$ cat src/rtl/seg_pipe_adder.sv
// Segmented pipelined adder/subtractor: one SEG-bit slice per stage, carries registered between
// stages, with signed overflow detection and optional saturation on the final stage.
module seg_pipe_adder #(
    parameter int unsigned WIDTH = 16,
    parameter int unsigned SEG   = 4
) (
    input  logic             clk,
    input  logic             rst_n,
    input  logic [WIDTH-1:0] A,
    input  logic [WIDTH-1:0] B,
    input  logic             Cin,
    input  logic             op_sub,
    input  logic             sat,
    input  logic             in_valid,
    output logic             in_ready,
    output logic [WIDTH-1:0] Sum,
    output logic             Cout,
    output logic             Ovf,
    output logic             out_valid,
    input  logic             out_ready
);

    localparam int unsigned NSEG = WIDTH / SEG;

    logic             adv;
    logic             out_valid_q;
    logic [WIDTH-1:0] sum_q;
    logic             cout_q;
    logic             ovf_q;

    // The whole pipe advances together; it only freezes when a finished result is refused.
    assign adv       = ~out_valid_q | out_ready;
    assign in_ready  = adv;
    assign out_valid = out_valid_q;
    assign Sum       = sum_q;
    assign Cout      = cout_q;
    assign Ovf       = ovf_q;

    for (genvar k = 0; k < NSEG; k++) begin : g_stage
        // IW: operand bits not yet consumed entering this stage; DW: result bits known leaving it.
        localparam int unsigned IW = WIDTH - k * SEG;
        localparam int unsigned DW = (k + 1) * SEG;

        logic          v_in;
        logic          sub_in;
        logic          sat_in;
        logic          c_in;
        logic [IW-1:0] a_in;
        logic [IW-1:0] b_in;
        logic [DW-1:0] sum_d;
        logic [SEG:0]  seg;

        if (k == 0) begin : g_src
            assign v_in   = in_valid;
            assign sub_in = op_sub;
            assign sat_in = sat;
            assign c_in   = op_sub ^ Cin;
            assign a_in   = A;
            assign b_in   = B;
            assign sum_d  = seg[SEG-1:0];
        end else begin : g_chain
            assign v_in   = g_stage[k-1].g_mid.v_q;
            assign sub_in = g_stage[k-1].g_mid.sub_q;
            assign sat_in = g_stage[k-1].g_mid.sat_q;
            assign c_in   = g_stage[k-1].g_mid.c_q;
            assign a_in   = g_stage[k-1].g_mid.a_q;
            assign b_in   = g_stage[k-1].g_mid.b_q;
            assign sum_d  = {seg[SEG-1:0], g_stage[k-1].g_mid.sum_q};
        end

        // B travels uninverted; each stage applies the subtract inversion to its own slice.
        assign seg = {1'b0, a_in[SEG-1:0]}
                   + {1'b0, b_in[SEG-1:0] ^ {SEG{sub_in}}}
                   + {{SEG{1'b0}}, c_in};

        if (k < NSEG - 1) begin : g_mid
            localparam int unsigned RW = IW - SEG;

            logic          v_q;
            logic          sub_q;
            logic          sat_q;
            logic          c_q;
            logic [RW-1:0] a_q;
            logic [RW-1:0] b_q;
            logic [DW-1:0] sum_q;

            always_ff @(posedge clk or negedge rst_n) begin
                if (!rst_n) begin
                    v_q   <= 1'b0;
                    sub_q <= 1'b0;
                    sat_q <= 1'b0;
                    c_q   <= 1'b0;
                    a_q   <= '0;
                    b_q   <= '0;
                    sum_q <= '0;
                end else if (adv) begin
                    v_q <= v_in;
                    if (v_in) begin
                        sub_q <= sub_in;
                        sat_q <= sat_in;
                        c_q   <= seg[SEG];
                        a_q   <= a_in[IW-1:SEG];
                        b_q   <= b_in[IW-1:SEG];
                        sum_q <= sum_d;
                    end
                end
            end
        end else begin : g_last
            logic             a_msb;
            logic             b_msb;
            logic             ovf_d;
            logic [WIDTH-1:0] res_d;

            assign a_msb = a_in[IW-1];
            assign b_msb = b_in[IW-1] ^ sub_in;
            assign ovf_d = (a_msb == b_msb) && (sum_d[WIDTH-1] != a_msb);

            always_comb begin
                res_d = sum_d;
                if (sat_in && ovf_d) begin
                    res_d = a_msb ? {1'b1, {(WIDTH-1){1'b0}}} : {1'b0, {(WIDTH-1){1'b1}}};
                end
            end

            // Result registers only load on a valid item so they hold through bubbles.
            always_ff @(posedge clk or negedge rst_n) begin
                if (!rst_n) begin
                    out_valid_q <= 1'b0;
                    sum_q       <= '0;
                    cout_q      <= 1'b0;
                    ovf_q       <= 1'b0;
                end else if (adv) begin
                    out_valid_q <= v_in;
                    if (v_in) begin
                        sum_q  <= res_d;
                        cout_q <= seg[SEG];
                        ovf_q  <= ovf_d;
                    end
                end
            end
        end
    end

endmodule

$ cat config.mk
export PLATFORM = sky130hd
export DESIGN_NAME = seg_pipe_adder
export DESIGN_NICKNAME = d
export VERILOG_FILES = /design/src/rtl/seg_pipe_adder.sv
export SDC_FILE = /design/constraint.sdc
export NUM_CORES = 1
export LEC_CHECK = 0
export CORE_ASPECT_RATIO = 1.2
export CORE_MARGIN = 1.5
export CORE_UTILIZATION = 55
export DETAILED_ROUTE_END_ITERATION = 7
export PLACE_DENSITY = 0.79
export SLEW_MARGIN = 20
export SYNTH_ARGS = -nofsm -noshare
export SYNTH_HDL_FRONTEND = slang
export SYNTH_SLANG_ARGS = --single-unit
$ cat constraint.sdc
create_clock -name clk -period 2.6 [get_ports clk]
set_input_delay 0.39 -clock clk [delete_from_list [all_inputs] [get_ports clk]]
set_output_delay 0.39 -clock clk [all_outputs]
set_load 0.02 [all_outputs]
Yosys cells after proc, flatten, opt, wreduce, memory -nomap -nowiden
Cells that the tools add are included.

word-level totals
  register bits = 103
  latch bits = 0
  RAM bits = 0
  bits in read-only memories = 0
  input bits = 39
  word-level logic and storage cells = 51
  memories = 0

cells by class
  $add $sub $neg = 8
  multipliers = 0
  divide/modulo/power cells = 0
  order comparisons = 0
  eq/ne operators = 2
  shift-type cells = 0
  muxes and demuxes = 2
  bitwise logic cells = 8
  reductions and logical operators = 6

operators by type and width
  cell               number
  $mux 16            2
  $add 4x4->5        4
  $add 5x1->5        4
  $xor 4x4->4        4
  $reduce_and 2->1   4
  $logic_and 1x1->1  2
  $xor 1x1->1        2
  $eq 1x1->1         1
  $ne 1x1->1         1
  $not 1->1          1
  $or 1x1->1         1

Depth between registers and ports, before layout
  depth in word-level cells = 7
  gate-level depth with buffers = 9
  gate-level depth less buffers = 8

Worst setup path before layout
No wires, ideal clock.

  path kind = input-to-reg
  start = input op_sub
  end = register g_stage[0].g_mid.c_q
  setup time = 0.127 ns
  arrival = 2.041 ns
  required time = 2.473 ns
  path slack = 0.432 ns
  stages on the path = 7
  path through = clkbuf_1 xor2_1 fa_1 fa_1 a21o_1 a211oi_1 a21oi_1

on the way
  cells in the longest elaborated chain, start to end = 3
  elaborated cells between the ends (all ways) = 4

ends and longest elaborated chain
  what                  line  source
  start, declared       12    input logic op_sub,
  $xor 4x4->4           73    + {1'b0, b_in[SEG-1:0] ^ {SEG{sub_in}}}
  $add 4x4->5           73
  $add 5x1->5 (*)       74    + {{SEG{1'b0}}, c_in};
  end signal, assigned  101   c_q <= seg[SEG];
  end, declared         82    logic c_q;

Mark *: on every way between the ends. The rest lies on a longest branch, timed or not.
A chain may end at the register's enable or synchronous reset.

Worst setup path in the final report
Ends and elaborated chain as after synthesis.

==> qor.yml <==
status:
  status: "finished clean"
routing:
  ant_nets: 0
  first_pass_iters: 4
  drc_errors: 0
  drtIter0Drc: 153
  routedWlPerCell_um: 14.46
  vias_per_cell: 5.269
  wirelength_um: 7360
  vias: 2682
global_routing:
  grt_overflow: 0
  grt_max_degree: 67
  grt_first_pass_wirelength_um: 12230
  grt_pass1_vias: 2657
  grt_usage_pct: 17.96
  antenna_found_initial: 0
flow_run:
  drv_cap: 0
yosys:
  ys.flop_type: "dfrtp_1"
  synthesis.area_mm2: 0.004619
  synthCells: 332
  synth-seq-cells: 103
  synth_edf_count: 0
  yosysTopAreaCell: "dfrtp_1"
  yosysSeqAreaShare_pct: 55.80
  synthArstFlopShare_pct: 100.0
  synth_top_area_share_pct: 55.80
  synthTopCellsByArea: "dfrtp_1, mux2_2, fa_1"
  yosys_warnings: 0
  syn-num-nets: 391
  avgSynthCellArea_um2: 13.91
  synth_cell_type_count: 35
clock_tree:
  cts.htree.levels: 3
  cts_tree: "yes"
  cts_resized: 0
  cts_buffers: 9
  clkLatencyLatePin_ns: 0.36
  cts.sinks: 103
  cts-root-buf: "clkbuf_8"
  clock_path_buffers: 2
  path_clk_slew_ns: 0.09
  cts_setup_buffers: 0
floorplan:
  core-area_mm2: 0.008153
  initial_core_util_pct: 56.66
  rows: 36
  fp.dieArea_mm2: 0.008960
  chipWidth_um: 86.66
  ios: 59
  die_y_um: 103.4
critical_path:
  regToRegEndpoint: "Sum[14]"
  cp-start-kind: "primary input"
  worst_ep_arrival_time_ns: 2.56
  rrSetupSlack_ns: 0.38
  rr_worst_depth: 8
  cp-end-kind: "flip-flop"
  r2r-start: "g_stage[2].g_mid.sub_q"
  cp.required_ns: 2.84
  crit_fanout: 6
  crit_start: "op_sub"
  crit_type: "primary input to flip-flop"
worst_hold_path:
  min_path_cells: 2
  min_to: "Ovf"
  hp-start: "Ovf"
  min_path_type: "flip-flop to flip-flop"
sta:
  whs_ns: 0.4854
  drv_slew: 0
  max_freq_ghz: 0.4320
  clock_skew_ns: 0.01126
  max_slew_margin_pct: 59.81
  finalHoldViolations: 0
  min_period_ns: 2.315
  fin_crit_sh_pct: 89.03
  worst_slack_ns: 0.2853
  tightest_slew_ns: 0.6007
  grt_setup_unrepaired: "no"
  final-setup-viol-count: 0
power:
  p_sw_mw: 2.638
  switching_share_pct: 37.17
  pwr-share-clk_pct: 12.5
  peakVddDrop_mv: 0.5423
  p_leak_nw: 2.397
  combPwrFrac_pct: 48.2
  powerDensity_mw_per_mm2: 1293
  internal_power_mw: 4.460
  p_seq_share_pct: 39.3
  power_mw: 7.098
cells_and_area:
  syn_to_final_growth_pct: 18.85
  diodes: 0
  drive_gt1_share_pct: 26.84
  nFillCells: 594
  fin_nets: 449
place:
  hpwl_um: 5380
  gp_congestion: 0.8074
  portBuffers: 58
  place_ws_ns: -0.1031
==> cell families (layout without fill, tap and decap cells) <==
kind of cell / Yosys count / count (layout) / synth area share [%]
compound gates: 50 / 50 / 8.532
xor+xnor: 25 / 25 / 4.740
fa+ha+maj: 20 / 20 / 6.717
buf+inv: 30 / 93 / 3.088
flops: 103 / 103 / 55.80
mux: 70 / 70 / 17.06
simple gates: 34 / 34 / 4.063
==> power groups by stage <==
stage                     Clock (mW)  Sequential, mW  Combinational (mW)
after detailed placement           0            2.84                3.43
after CTS                      0.909            2.80                3.44
after floorplan                    0            2.81                2.51
after global routing           0.959            2.88                3.78
final                          0.888            2.79                3.42
after global placement             0            2.80                3.27
==> critical path, stage by stage <==
cell and delay, ns:
clkdlybuf4s50_1 0.56, xor2_1 0.24, fa_1 0.46, fa_1 0.43
a21o_1 0.20, a211oi_1 0.22, a21oi_1 0.07
==> repair_timing <==
| action | 4_1_cts | 5_1_grt |
|---|---|---|
| hold buffers | 1 | 0 |
| endpoints found under the setup margin | 0 | 0 |
| endpoints found under the hold margin | 37 | 0 |
==> Yosys cell counts (3+ instances only) <==
| master | number |
|---|---|
| buf_2 | 7 |
| nand2_1 | 20 |
| a211oi_1 | 3 |
| nand2b_1 | 4 |
| a221o_1 | 10 |
| xor2_1 | 16 |
| o21ai_0 | 9 |
| clkbuf_1 | 6 |
| a221o_2 | 4 |
| inv_1 | 13 |
| ha_1 | 12 |
| dfrtp_1 | 103 |
| xnor2_1 | 9 |
| mux2_2 | 70 |
| a21o_1 | 4 |
| a21oi_1 | 10 |
| fa_1 | 8 |
==> routing by layer <==
layer / track usage, % / share of wire [%] / up-vias
met4: 9.181 / 2.6 / 0
met1: 22.76 / 45 / 1326
li1: - / - / 1290
met3: 2.619 / 2.0 / 16
met2: 30.35 / 50 / 50
met5: 0 / 0 / -
==> state kept, by name, indices dropped and copies added (netlist names) <==
name / count
g_stage.g_mid.a_q: 24
g_stage.g_mid.b_q: 24
g_stage.g_mid.sum_q: 24
Sum: 16
g_stage.g_mid.c_q: 3
g_stage.g_mid.sat_q: 3
g_stage.g_mid.sub_q: 3
g_stage.g_mid.v_q: 3
Cout: 1
Ovf: 1
out_valid: 1
==> how the worst max path moves through the flow <==
stage | end | slack, ns
floorplan | g_stage[0].g_mid.c_q | 0.43
global placement | g_stage[0].g_mid.c_q | -0.02
detailed placement | g_stage[0].g_mid.c_q | -0.10
CTS | g_stage[0].g_mid.c_q | 0.29
global route | g_stage[0].g_mid.c_q | 0.22
finish | g_stage[0].g_mid.c_q | 0.29
==> placed cells by master, fill, tap and decap left out, drive strengths merged, types with 10 or more instances in the layout <==
| cell type | netlist | routed |
|---|---|---|
| dfrtp | 103 | 103 |
| mux2 | 70 | 70 |
| clkdlybuf4s50 | 0 | 57 |
| nand2 | 23 | 23 |
| xor2 | 16 | 16 |
| inv | 14 | 15 |
| a221o | 14 | 14 |
| ha | 12 | 12 |
| a21oi | 10 | 10 |
==> per-stage QoR <==
stage	util, %	instance area (um2)	setup TNS (ns)	cells
5_1_grt	67.34	5490	0	509
4_1_cts	67.34	5490	0	509
6_report	67.34	5490	0	509
3_5_place_dp	65.10	5308	-0.1031	492
2_1_floorplan	-	4619	0	332
3_3_place_gp	65.10	5308	-0.02187	492
==> area by class of cell <==
cell class              instances  area [um2]  share of cell area [%]
flip-flops and latches        103        2577                   46.95
multi-input cells             199        1899                   34.59
clock buffers                   9       123.9                   2.256
inverters                      14       55.05                   1.003
well taps                     114       142.6                   2.598
clock inverters                 7       48.80                  0.8888
repair buffers                 63       643.1                   11.71
(Power assumes the default switching activity.)
